--- config.mk ---
export PLATFORM = sky130hd
export DESIGN_NAME = hsv_rgb_pwm_flat
export DESIGN_NICKNAME = d
export VERILOG_FILES = /design/src/rtl/hsv_rgb_pwm_pkg.sv /design/src/rtl/hsv_rgb_pwm_if.sv /design/src/rtl/hsv_rgb_pwm_seq_divider.sv /design/src/rtl/hsv_rgb_pwm.sv /design/src/flat_wrapper.sv
export SDC_FILE = /design/constraint.sdc
export NUM_CORES = 1
export LEC_CHECK = 0
export BUFFER_PORTS_ARGS = -buffer_cell sky130_fd_sc_hd__buf_2
export CAP_MARGIN = 25
export CORE_MARGIN = 2
export CORE_UTILIZATION = 38
export DETAILED_ROUTE_END_ITERATION = 6
export GPL_TIMING_DRIVEN = 0
export PLACE_DENSITY = 0.56
export SLEW_MARGIN = 20
export SYNTH_ARGS = -nofsm -noshare
export SYNTH_HDL_FRONTEND = slang
export SYNTH_SLANG_ARGS = --single-unit
--- constraint.sdc ---
create_clock -name clk -period 5.9 [get_ports clk]
set_input_delay 0.295 -clock clk [delete_from_list [all_inputs] [get_ports clk]]
set_output_delay 0.295 -clock clk [all_outputs]
set_load 0.02 [all_outputs]
--- src/rtl/hsv_rgb_pwm_pkg.sv ---
// hsv_pkg: shared constants, FSM state type and helpers for the HSV -> RGB PWM
// block.
//   HUE_MOD..HSV_W : colour-space and datapath widths
//   state_e        : conversion FSM states
//   sector_t       : hue sector index 0..5
//   sat8()         : clamps a divider quotient to 8 bits
package hsv_pkg;

   localparam int HUE_MOD  = 360;
   localparam int SV_MAX   = 100;
   localparam int DUTY_MAX = 255;
   localparam int PWM_TOP  = 254;
   localparam int DUTY_W   = 8;
   localparam int HSV_W    = 9;

   typedef enum logic [2:0] {
      ST_IDLE      = 3'd0,
      ST_SECTOR    = 3'd1,
      ST_DIV_VMAX  = 3'd2,
      ST_DIV_VMIN  = 3'd3,
      ST_DIV_DELTA = 3'd4,
      ST_STORE     = 3'd5
   } state_e;

   typedef logic [2:0] sector_t;

   // All quotients in this design are <= 255 by construction; the clamp only
   // keeps an out-of-range result from wrapping.
   function automatic logic [DUTY_W-1:0] sat8(input logic [15:0] x);
      return (x[15:8] != 8'd0) ? 8'hFF : x[7:0];
   endfunction

endpackage

--- src/rtl/hsv_rgb_pwm_if.sv ---
// hsv_rgb_pwm_if: colour input and PWM/debug output bundle.
//   Hue/Saturation/Value : HSV request, sampled only at a PWM period start
//   led_r/g/b            : PWM outputs
//   duty_r/g/b           : duties active in the current period
//   busy                 : conversion FSM not idle
//   period_start         : one-cycle pulse in the cycle the PWM count wraps
//   state_dbg            : raw FSM state
// There is no valid/ready pair: the block samples the HSV inputs at every
// period start while idle, so the producer simply holds its current colour.
interface hsv_rgb_pwm_if;
   import hsv_pkg::*;

   logic [HSV_W-1:0]  Hue;
   logic [HSV_W-1:0]  Saturation;
   logic [HSV_W-1:0]  Value;
   logic              led_r;
   logic              led_g;
   logic              led_b;
   logic [DUTY_W-1:0] duty_r;
   logic [DUTY_W-1:0] duty_g;
   logic [DUTY_W-1:0] duty_b;
   logic              busy;
   logic              period_start;
   state_e            state_dbg;

   modport master (
      output Hue, Saturation, Value,
      input  led_r, led_g, led_b, duty_r, duty_g, duty_b, busy, period_start, state_dbg
   );

   modport slave (
      input  Hue, Saturation, Value,
      output led_r, led_g, led_b, duty_r, duty_g, duty_b, busy, period_start, state_dbg
   );

endinterface

--- src/rtl/hsv_rgb_pwm_seq_divider.sv ---
// seq_divider: unsigned restoring divider, 16-bit dividend / 8-bit divisor,
// one quotient bit per cycle.
//   start_i    : load operands and begin (takes priority over a running divide)
//   dividend_i : 16-bit dividend
//   divisor_i  : 8-bit divisor, must be non-zero
//   done_o     : one-cycle pulse, quotient_o valid in that cycle
//   quotient_o : 16-bit quotient
// done_o arrives 17 cycles after the start_i cycle.
module seq_divider (
   input  logic        clk,
   input  logic        reset,
   input  logic        start_i,
   input  logic [15:0] dividend_i,
   input  logic [7:0]  divisor_i,
   output logic        done_o,
   output logic [15:0] quotient_o
);

   logic [15:0] quo_q, quo_d;
   logic [7:0]  rem_q, rem_d;
   logic [7:0]  dvs_q, dvs_d;
   logic [4:0]  cnt_q, cnt_d;
   logic        run_q, run_d;
   logic        done_q, done_d;
   logic [8:0]  shifted;
   logic [9:0]  trial;

   always_comb begin
      quo_d   = quo_q;
      rem_d   = rem_q;
      dvs_d   = dvs_q;
      cnt_d   = cnt_q;
      run_d   = run_q;
      done_d  = 1'b0;
      // Quotient register doubles as the dividend shift register.
      shifted = {rem_q, quo_q[15]};
      trial   = {1'b0, shifted} - {2'b00, dvs_q};
      if (start_i) begin
         quo_d = dividend_i;
         rem_d = 8'd0;
         dvs_d = divisor_i;
         cnt_d = 5'd16;
         run_d = 1'b1;
      end else if (run_q) begin
         if (!trial[9]) begin
            rem_d = trial[7:0];
            quo_d = {quo_q[14:0], 1'b1};
         end else begin
            rem_d = shifted[7:0];
            quo_d = {quo_q[14:0], 1'b0};
         end
         cnt_d = cnt_q - 5'd1;
         if (cnt_q == 5'd1) begin
            run_d  = 1'b0;
            done_d = 1'b1;
         end
      end
   end

   always_ff @(posedge clk) begin
      if (reset) begin
         quo_q  <= '0;
         rem_q  <= '0;
         dvs_q  <= '0;
         cnt_q  <= '0;
         run_q  <= 1'b0;
         done_q <= 1'b0;
      end else begin
         quo_q  <= quo_d;
         rem_q  <= rem_d;
         dvs_q  <= dvs_d;
         cnt_q  <= cnt_d;
         run_q  <= run_d;
         done_q <= done_d;
      end
   end

   assign done_o     = done_q;
   assign quotient_o = quo_q;

endmodule

--- src/rtl/hsv_rgb_pwm.sv ---
// hsv_rgb_pwm: HSV -> RGB conversion plus three-channel PWM for the board LED.
//   clk, reset : system clock, synchronous active-high reset
//   bus        : hsv_rgb_pwm_if.slave (HSV in, LEDs / duties / status out)
// Inputs are latched at a period start, converted into shadow duties by a
// multi-cycle FSM sharing one serial divider, and the shadow duties become
// active at the following period start, so a period never mixes two colours.
module hsv_rgb_pwm
   import hsv_pkg::*;
#(
   parameter int unsigned PRESC_DIV    = 39,
   parameter bit          COMMON_ANODE = 1'b0
) (
   input logic          clk,
   input logic          reset,
   hsv_rgb_pwm_if.slave bus
);

   // A conversion (~58 cycles) must always finish inside one PWM period.
   if (PRESC_DIV < 1 || PRESC_DIV > 65535 || PRESC_DIV * 255 < 64) begin : g_presc_chk
      $error("hsv_rgb_pwm: PRESC_DIV out of range");
   end

   localparam int PW = (PRESC_DIV > 1) ? $clog2(PRESC_DIV) : 1;

   // ---------------- PWM timebase ----------------
   logic [PW-1:0] presc_q, presc_d;
   logic [7:0]    cnt_q, cnt_d;
   logic          tick, wrap;

   assign tick    = (presc_q == PW'(PRESC_DIV - 1));
   assign wrap    = tick && (cnt_q == 8'(PWM_TOP));
   assign presc_d = tick ? '0 : presc_q + 1'b1;
   assign cnt_d   = wrap ? 8'd0 : (tick ? cnt_q + 8'd1 : cnt_q);

   // ---------------- conversion FSM ----------------
   state_e            state_q, state_d;
   logic [HSV_W-1:0]  h_q, h_d;
   logic [6:0]        s_q, s_d;
   logic [6:0]        v_q, v_d;
   sector_t           sector_q, sector_d;
   logic [DUTY_W-1:0] vmax_q, vmax_d, vmin_q, vmin_d, delta_q, delta_d;
   logic [DUTY_W-1:0] sh_r_q, sh_r_d, sh_g_q, sh_g_d, sh_b_q, sh_b_d;
   logic [DUTY_W-1:0] duty_r_q, duty_g_q, duty_b_q;
   logic [DUTY_W-1:0] q8, rise, fall;
   logic              div_start, div_done;
   logic [15:0]       div_dividend, div_quotient;
   logic [7:0]        div_divisor;

   seq_divider u_div (
      .clk        (clk),
      .reset      (reset),
      .start_i    (div_start),
      .dividend_i (div_dividend),
      .divisor_i  (div_divisor),
      .done_o     (div_done),
      .quotient_o (div_quotient)
   );

   always_comb begin
      state_d      = state_q;
      h_d          = h_q;
      s_d          = s_q;
      v_d          = v_q;
      sector_d     = sector_q;
      vmax_d       = vmax_q;
      vmin_d       = vmin_q;
      delta_d      = delta_q;
      sh_r_d       = sh_r_q;
      sh_g_d       = sh_g_q;
      sh_b_d       = sh_b_q;
      div_start    = 1'b0;
      div_dividend = 16'd0;
      div_divisor  = 8'd1;
      q8           = sat8(div_quotient);
      rise         = vmin_q + delta_q;
      fall         = vmax_q - delta_q;
      case (state_q)
         ST_IDLE: begin
            if (wrap) begin
               h_d      = (bus.Hue >= 9'(HUE_MOD)) ? bus.Hue - 9'(HUE_MOD) : bus.Hue;
               s_d      = (bus.Saturation > 9'(SV_MAX)) ? 7'(SV_MAX) : bus.Saturation[6:0];
               v_d      = (bus.Value > 9'(SV_MAX)) ? 7'(SV_MAX) : bus.Value[6:0];
               sector_d = '0;
               state_d  = ST_SECTOR;
            end
         end
         ST_SECTOR: begin
            // Repeated subtraction leaves f = H mod 60 in h_q.
            if (h_q >= 9'd60) begin
               h_d      = h_q - 9'd60;
               sector_d = sector_q + 3'd1;
            end else begin
               div_start    = 1'b1;
               div_dividend = 16'(v_q) * 16'(DUTY_MAX);
               div_divisor  = 8'(SV_MAX);
               state_d      = ST_DIV_VMAX;
            end
         end
         ST_DIV_VMAX: begin
            // Each result is consumed in its done cycle to chain the next divide.
            if (div_done) begin
               vmax_d       = q8;
               div_start    = 1'b1;
               div_dividend = 16'(q8) * 16'(7'(SV_MAX) - s_q);
               div_divisor  = 8'(SV_MAX);
               state_d      = ST_DIV_VMIN;
            end
         end
         ST_DIV_VMIN: begin
            if (div_done) begin
               vmin_d       = q8;
               div_start    = 1'b1;
               div_dividend = 16'(vmax_q - q8) * 16'(h_q[5:0]);
               div_divisor  = 8'd60;
               state_d      = ST_DIV_DELTA;
            end
         end
         ST_DIV_DELTA: begin
            if (div_done) begin
               delta_d = q8;
               state_d = ST_STORE;
            end
         end
         ST_STORE: begin
            case (sector_q)
               3'd0:    {sh_r_d, sh_g_d, sh_b_d} = {vmax_q, rise,   vmin_q};
               3'd1:    {sh_r_d, sh_g_d, sh_b_d} = {fall,   vmax_q, vmin_q};
               3'd2:    {sh_r_d, sh_g_d, sh_b_d} = {vmin_q, vmax_q, rise};
               3'd3:    {sh_r_d, sh_g_d, sh_b_d} = {vmin_q, fall,   vmax_q};
               3'd4:    {sh_r_d, sh_g_d, sh_b_d} = {rise,   vmin_q, vmax_q};
               default: {sh_r_d, sh_g_d, sh_b_d} = {vmax_q, vmin_q, fall};
            endcase
            state_d = ST_IDLE;
         end
         default: state_d = ST_IDLE;
      endcase
   end

   always_ff @(posedge clk) begin
      if (reset) begin
         presc_q  <= '0;
         cnt_q    <= '0;
         state_q  <= ST_IDLE;
         h_q      <= '0;
         s_q      <= '0;
         v_q      <= '0;
         sector_q <= '0;
         vmax_q   <= '0;
         vmin_q   <= '0;
         delta_q  <= '0;
         sh_r_q   <= '0;
         sh_g_q   <= '0;
         sh_b_q   <= '0;
         duty_r_q <= '0;
         duty_g_q <= '0;
         duty_b_q <= '0;
      end else begin
         presc_q  <= presc_d;
         cnt_q    <= cnt_d;
         state_q  <= state_d;
         h_q      <= h_d;
         s_q      <= s_d;
         v_q      <= v_d;
         sector_q <= sector_d;
         vmax_q   <= vmax_d;
         vmin_q   <= vmin_d;
         delta_q  <= delta_d;
         sh_r_q   <= sh_r_d;
         sh_g_q   <= sh_g_d;
         sh_b_q   <= sh_b_d;
         if (wrap) begin
            duty_r_q <= sh_r_q;
            duty_g_q <= sh_g_q;
            duty_b_q <= sh_b_q;
         end
      end
   end

   // Count runs 0..254, so duty 255 is always on and duty 0 always off.
   assign bus.led_r        = (cnt_q < duty_r_q) ^ COMMON_ANODE;
   assign bus.led_g        = (cnt_q < duty_g_q) ^ COMMON_ANODE;
   assign bus.led_b        = (cnt_q < duty_b_q) ^ COMMON_ANODE;
   assign bus.duty_r       = duty_r_q;
   assign bus.duty_g       = duty_g_q;
   assign bus.duty_b       = duty_b_q;
   assign bus.busy         = (state_q != ST_IDLE);
   assign bus.period_start = wrap;
   assign bus.state_dbg    = state_q;

endmodule

--- src/flat_wrapper.sv ---
// flat-port wrapper written by rule: the top's interface ports become plain ports
module hsv_rgb_pwm_flat import hsv_pkg::*;
#(
   parameter int unsigned PRESC_DIV    = 39,
   parameter bit          COMMON_ANODE = 1'b0
)
  (clk, reset, bus_Hue, bus_Saturation, bus_Value, bus_led_r, bus_led_g, bus_led_b, bus_duty_r, bus_duty_g, bus_duty_b, bus_busy, bus_period_start, bus_state_dbg);
  hsv_rgb_pwm_if bus_i ();
  input logic clk;
  input logic reset;
  input wire logic [$bits(bus_i.Hue)-1:0] bus_Hue;
  input wire logic [$bits(bus_i.Saturation)-1:0] bus_Saturation;
  input wire logic [$bits(bus_i.Value)-1:0] bus_Value;
  output wire logic [$bits(bus_i.led_r)-1:0] bus_led_r;
  output wire logic [$bits(bus_i.led_g)-1:0] bus_led_g;
  output wire logic [$bits(bus_i.led_b)-1:0] bus_led_b;
  output wire logic [$bits(bus_i.duty_r)-1:0] bus_duty_r;
  output wire logic [$bits(bus_i.duty_g)-1:0] bus_duty_g;
  output wire logic [$bits(bus_i.duty_b)-1:0] bus_duty_b;
  output wire logic [$bits(bus_i.busy)-1:0] bus_busy;
  output wire logic [$bits(bus_i.period_start)-1:0] bus_period_start;
  output wire logic [$bits(bus_i.state_dbg)-1:0] bus_state_dbg;
  assign bus_i.Hue = bus_Hue;
  assign bus_i.Saturation = bus_Saturation;
  assign bus_i.Value = bus_Value;
  assign bus_led_r = bus_i.led_r;
  assign bus_led_g = bus_i.led_g;
  assign bus_led_b = bus_i.led_b;
  assign bus_duty_r = bus_i.duty_r;
  assign bus_duty_g = bus_i.duty_g;
  assign bus_duty_b = bus_i.duty_b;
  assign bus_busy = bus_i.busy;
  assign bus_period_start = bus_i.period_start;
  assign bus_state_dbg = bus_i.state_dbg;
  hsv_rgb_pwm #(.PRESC_DIV(PRESC_DIV), .COMMON_ANODE(COMMON_ANODE)) u_core (.clk(clk), .reset(reset), .bus(bus_i));
endmodule
-- After elaboration in Yosys (flattened, before gate mapping)
Cells that the tools add are included.
- output and inout bits: 32
- register bits: 154
- input port bits: 29
- $mul: 3
- bitwise gates (word level): 1
- equality and inequality tests: 18
- $lt $le $gt $ge: 7
- $add $sub $neg: 11
- reduce and logical (&&, ||, !) cells: 22
- mux-type cells: 40
- operators by type and width (operator ; count):
    $pmux 8 s3 ; 4
    $mux 16 ; 4
    $pmux 16 s3 ; 1
    $mux 7 ; 4
    $mux 9 ; 3
    $lt 8x8->1 ; 3
    $mux 3 ; 7
    $gt 9x7->1 const B ; 2
    $pmux 9 s2 ; 1
    $mul 16x6->16 ; 1
    $mul 8x16->16 ; 1
    $mux 8 ; 2
    $reduce_or 2->1 ; 8
    $mul 7x8->15 const B ; 1
    $mux 15 ; 1
    $pmux 3 s5 ; 1
    $eq 3x2->1 const B ; 4
    $mux 5 ; 2
    $sub 9x8->10 ; 1
    $eq 3x3->1 const B ; 3
    $ge 9x6->1 const B ; 1
    $ge 9x9->1 const B ; 1
    $sub 8x8->9 ; 1
    $sub 9x6->9 const B ; 1
    other kinds (28) ; 44

-- Longest topological paths before layout
- depth after elaboration: 7
- gate-level depth with buffers: 28

-- Hierarchy
Synthesis repeated with hierarchy kept, for this count alone.
- cells, all modules: 1742
- area total of the unflattened synthesis: 14332.5 µm²
- by module, submodules not included (module ; seq. area each (µm²) ; instances ; cells each ; area an instance (µm²)):
    hsv_rgb_pwm ; 2302.2 ; 1 ; 1514 ; 12349.3
    seq_divider ; 780.7 ; 1 ; 228 ; 1983.2

-- Worst setup path after synthesis
Ideal clock, no wire load.
- path kind: reg2reg
- start point: reg u_core.u_div.quo_q[14] (netlist: u_core.u_div.quotient_o[14])
- end point: reg u_core.u_div.quo_q[13] (netlist: u_core.u_div.quotient_o[13])
- arrival time: 6087 ps
- path slack: -316 ps
- buffers on the path: 1
- data required time: 5771 ps
- setup time: 129 ps
- stages on the path, launching flop included: 29
- cells stage by stage: dfxtp_1 -> nor4_1 -> nand2_1 -> clkbuf_1 -> nor2_1 -> inv_2 -> ha_1 -> inv_1 -> fa_1 -> nand2_1 -> a211oi_1 -> o21ai_1 -> a21oi_1 -> o2bb2ai_1 -> xnor2_1 -> nor2b_1 -> fa_1 -> inv_1 -> fa_1 -> fa_1 -> inv_1 -> ha_1 -> nor2b_1 -> o31ai_1 -> a21oi_1 -> o21bai_1 -> mux2i_1 -> a2111oi_0 -> o21ai_1
- longest elaborated chain between the ends: 7
- ends and longest elaborated chain (what ; line ; RTL):
    from (decl) ; hsv_rgb_pwm_seq_divider.sv:19 ; logic [15:0] quo_q, quo_d;
    from (signal assigned) ; hsv_rgb_pwm_seq_divider.sv:69 ; quo_q <= quo_d;
    $reduce_bool 8->1 (*) ; hsv_rgb_pwm_pkg.sv:30 ; return (x[15:8] != 8'd0) ? 8'hFF : x[7:0];
    $mux 8 (*) ; hsv_rgb_pwm_pkg.sv:30 ;
    via u_core.q8[0] ; hsv_rgb_pwm.sv:44 ; logic [DUTY_W-1:0] q8, rise, fall;
    $sub 8x8->9 ; hsv_rgb_pwm.sv:113 ; div_dividend = 16'(vmax_q - q8) * 16'(h_q[5:0]);
    $mul 16x6->16 ; hsv_rgb_pwm.sv:113 ;
    $mux 16 ; hsv_rgb_pwm.sv:110 ; if (div_done) begin
    $pmux 16 s3 (*) ; hsv_rgb_pwm.sv:77 ; case (state_q)
    $mux 16 (*) ; hsv_rgb_pwm_seq_divider.sv:38 ; if (start_i) begin
Mark *: on every way through the listed nets, which the timed path passes. The rest lies on a longest branch.
A chain may end at the register's enable or synchronous reset.

-- Final worst setup path
- start point: reg u_core.u_div.quo_q[15] (netlist: u_core.u_div.quotient_o[15])
- end point: reg u_core.u_div.quo_q[15] (netlist: u_core.u_div.quotient_o[15])
- longest elaborated chain between the ends: 7
- ends and longest elaborated chain (what ; line):
    $reduce_bool 8->1 (*) ; hsv_rgb_pwm_pkg.sv:30
    $mux 8 (*) ; hsv_rgb_pwm_pkg.sv:30
    $sub 8x8->9 ; hsv_rgb_pwm.sv:113
    $mul 16x6->16 ; hsv_rgb_pwm.sv:113
    $mux 16 ; hsv_rgb_pwm.sv:110
    $pmux 16 s3 (*) ; hsv_rgb_pwm.sv:77
    $mux 16 (*) ; hsv_rgb_pwm_seq_divider.sv:38
Mark *: on every way between the ends. The rest lies on a longest branch, timed or not.

==> results.md <==
* Synth area leader: dfxtp_1
* Routed vias/inst at around 5.4
* Critical path data required time at 6200 ps
* Clk buf depth at 2
* Clock Pin Slew Worst Setup and Hold Paths at 70 ps
* NetSw at 546.9 µW
* Sequential power share at ~46%
* CTS tree: done
* Number of fill cells at 3832
* Seq/Total Area, Yosys at 20.68%
* DR WL/cell at about 18 µm
* Avg Inst Size Synth at 8.230 µm²
* CP max FO at 4
* Clock share of power at 51.6%
* Global routing usage on met2 at 35.46%
* Iter 0 DRT Violations at between 700 and 800
* Met1 GRT Util at 30.29%
* Met3 usage at 3.274%
* Worst IR drop on VDD at ~0.00017 V
* Worst Hold Class: in2reg
* Chip Width at between 150 and 200 µm
* Sw Share at 24.55%
* Final Max Slew Viols at 0
* Yosys cell types at 79
* Starting density of the core at between 30% and 40%
* Failing checks: setup timing
* DRC violations left at 0
* Clk_skew at 17.54 ps
* Max Clk Rate at 168.2 MHz
* Post-synth top area share at 20.68%
* Crit-path max cell delay at 530 ps
* Inst Count DP at 2334
* Main synth FF type: dfxtp_1
* Area delta synth->final at 15.73%
* Placeable core region at 37670 µm²
* Worst rel slew slack at 35.13%
* Die Area at 39780 µm²
* Top cells by area, synth: dfxtp_1, fa_1, ha_1, inv_1, a21oi_1
* Detailed Route WL at roughly 43000 µm
* CP max stage cell: fa_1
* All-Layer GR Usage at 21.97%
* Most used cell, CP: fa_1
* Gpl congestion at 0.9186
* Net count, final at around 2.2k
* EDFF count, synth at 0
* WS Path Type: reg2reg
* Total iterations of the first detailed-routing run at 6
* Worst-Skew Late Latency at ~440 ps
* CP Launch Type: register
* Share of layout cells above drive strength 1 at 12.63%
* First-pass GRT wire length at 67940 µm
* CTS buffer count at 17
* Port Buffers at 59
* Remaining Overflow, GRT at 0
* Number of placement rows at 71
* HPWL after detailed placement at 33530 µm
* Final Cycle Share at 100.8%
* ANT nets after route at 0
* Syn_nets at 2047
* Gate power share at 2.9%
* Yosys reg bits at 150
* Async S/R FF share, synth at 0%
* Clock Tree Root: clkbuf_16
* Leak Pwr at 0.007241 µW
* Post-CTS Hold Buffers at 0
* Die Height at about 200 µm
* Vias in the first global route at 12.55k
* Initial antenna violation count at 1
* Syn Inst Count at 1764
* Crit path arrival time at 6250 ps
* Status: finished with violations
* Max Cap Violations at 0
* CTS sink cnt at 150
* I/O pins at 61
* Non-Filler Instances at ~2.4k
* Gr busiest metal: met2
* RSZ-0062 raised after global routing: true
* Worst Setup End Kind: register
* Vias after detailed routing at between 10k and 15k
* Final WS setup at -46.91 ps
* Syn Std Cell Area at 14520 µm²
* Worst slew pin tran at 973.1 ps
* Post-layout minimum cycle time at approximately 5900 ps
* Synth warnings at 0
* P_int at 1681 µW
* PD cells at 132.6 nW/µm²
* Antenna Cells at 0
* H-tree levels at 4
* Final setup vio count at 2
* Largest net degree at the start of global routing at 17
* TNS Setup at -80.83 ps
* Final Hold Violating Endpoints at 0
-- placed cells by master (no fill, tap or decap), types with 10 or more instances in the layout --
cell       instances
clkbuf_1          52
o21ai_1           15
inv_1            221
a22oi_1           25
nand3_1           21
nand2b_1          25
o21a_1            10
a31oi_1           12
a21oi_1          113
o21ai_0           74
a221oi_1          22
buf_4             26
xor2_1            26
mux2i_1           13
clkbuf_16         17
buf_2             71
nor2_1           149
nor3_1            33
a21o_1            24
o22ai_1           13
and2_1            40
ha_1             127
xnor2_1           46
fa_1             115
nor2b_1           33
and3_1            10
a211oi_1          43
dfxtp_1          146
nand2_1          144
-- worst max-delay path, delay by kind of cell (launching register included) --
family	cells	cell delay, ps
adder cells (fa/ha/maj)	5	1960
AO/OA/AOI/OAI	10	1640
AND/OR/NAND/NOR	5	780
buffers and inverters	6	530
multiplexers	2	520
flip-flops	1	360
-- per-layer routing --
metal | routed length [µm] | part of all wire (%)
met5 | 0 | 0
met4 | 963 | 2.3
met3 | 2414 | 5.7
met2 | 19590 | 46
met1 | 19700 | 46
-- what timing repair did --
item	CTS	global route
resized for setup	64	49
pin swaps	32	46
buffers inserted	20	9
setup endpoints to repair	12	9
-- synthesized netlist by cell type (all sizes together), types with 13 or more instances --
cell type,count
fa,117
a31oi,14
nor3,33
xor2,28
o22ai,13
buf,16
a21o,25
a22oi,25
mux2i,19
ha,137
a21oi,119
nand2,148
nand2b,25
clkbuf,55
nand3,22
xnor2,52
nor2,157
a211oi,46
inv,232
dfxtp,150
nor2b,37
o21ai,91
a221oi,22
and2,42
-- flip-flops by register name, indices dropped and copies added (netlist names), 4 cells and up --
name / flops
u_core.u_div.quotient_o: 16
u_core.h_q: 9
u_core.bus.duty_b: 8
u_core.bus.duty_g: 8
u_core.bus.duty_r: 8
u_core.cnt_q: 8
u_core.delta_q: 8
u_core.sh_b_q: 8
u_core.sh_g_q: 8
u_core.sh_r_q: 8
u_core.u_div.rem_q: 8
u_core.vmax_q: 8
u_core.vmin_q: 8
u_core.s_q: 7
u_core.v_q: 7
u_core.presc_q: 6
u_core.u_div.cnt_q: 5
u_core.u_div.dvs_q: 4
-- through the flow --
stage | setup slack (ps) | utilization [%] | cell area [µm²] | hold WS, ps | power (µW)
6_report | -46.91 | 44.61 | 16800 | 106.7 | 2228
5_1_grt | -230.0 | 44.61 | 16800 | 101.1 | 2296
4_1_cts | 3.344 | 43.79 | 16490 | 92.74 | 2247
3_5_place_dp | -1176 | 41.08 | 15470 | 450.3 | 1101
3_3_place_gp | -1179 | 41.08 | 15470 | 438.7 | 1100
2_1_floorplan | 55.57 | - | 14540 | 425.8 | 1067
-- cells by family (layout without fill, tap and decap cells) --
kind of cell | Yosys count | in the layout | synth area share [%]
AND/OR/NAND/NOR | 519 | 519 | 17.35
AO/OA/AOI/OAI | 433 | 433 | 19.50
buffers and inverters | 304 | 424 | 8.006
adder cells (fa/ha/maj) | 255 | 255 | 28.01
flip-flops | 150 | 150 | 20.68
XOR/XNOR | 80 | 80 | 4.826
multiplexers | 23 | 23 | 1.620
-- power by group through the flow --
| stage | combinational, µW | sequential [µW] | clock (µW) |
|---|---|---|---|
| floorplan | 28.7 | 1040 | 0 |
| detailed placement | 62.4 | 1040 | 0 |
| finish | 64.3 | 1010 | 1150 |
| global placement | 61.8 | 1040 | 0 |
| CTS | 63.0 | 1020 | 1170 |
| global route | 70.1 | 1010 | 1210 |
-- layout make-up --
cell class                 instances  area, µm²  share of cell area [%]
buffer                            70      297.8                   1.772
clock buffer                      19      442.9                   2.636
clock inverter                    13      160.2                  0.9532
inverter                         233      890.9                   5.302
multi-input combinational       1310      10820                   64.42
sequential                       150       3010                   17.92
tap                              511      639.4                   3.805
timing repair buffer              89      536.8                   3.195
-- worst paths after layout --
kind / start / end / slack [ps] / cells after the start
hold reg to reg: u_core.u_div.rem_q[7]$_SDFFE_PP0P_ / u_core.u_div.rem_q[7]$_SDFFE_PP0P_ / 460 / 2
hold / removal: bus_Saturation[2] / u_core.s_q[2]$_SDFFE_PP0P_ / 110 / 3
setup / recovery: u_core.u_div.quotient_o[15]$_SDFFE_PP0P_ / u_core.u_div.quotient_o[15]$_SDFFE_PP0P_ / -50 / 28
setup reg to reg: u_core.u_div.quotient_o[15]$_SDFFE_PP0P_ / u_core.u_div.quotient_o[15]$_SDFFE_PP0P_ / -50 / 28
No activity file was read; power rests on OpenSTA's default activity.
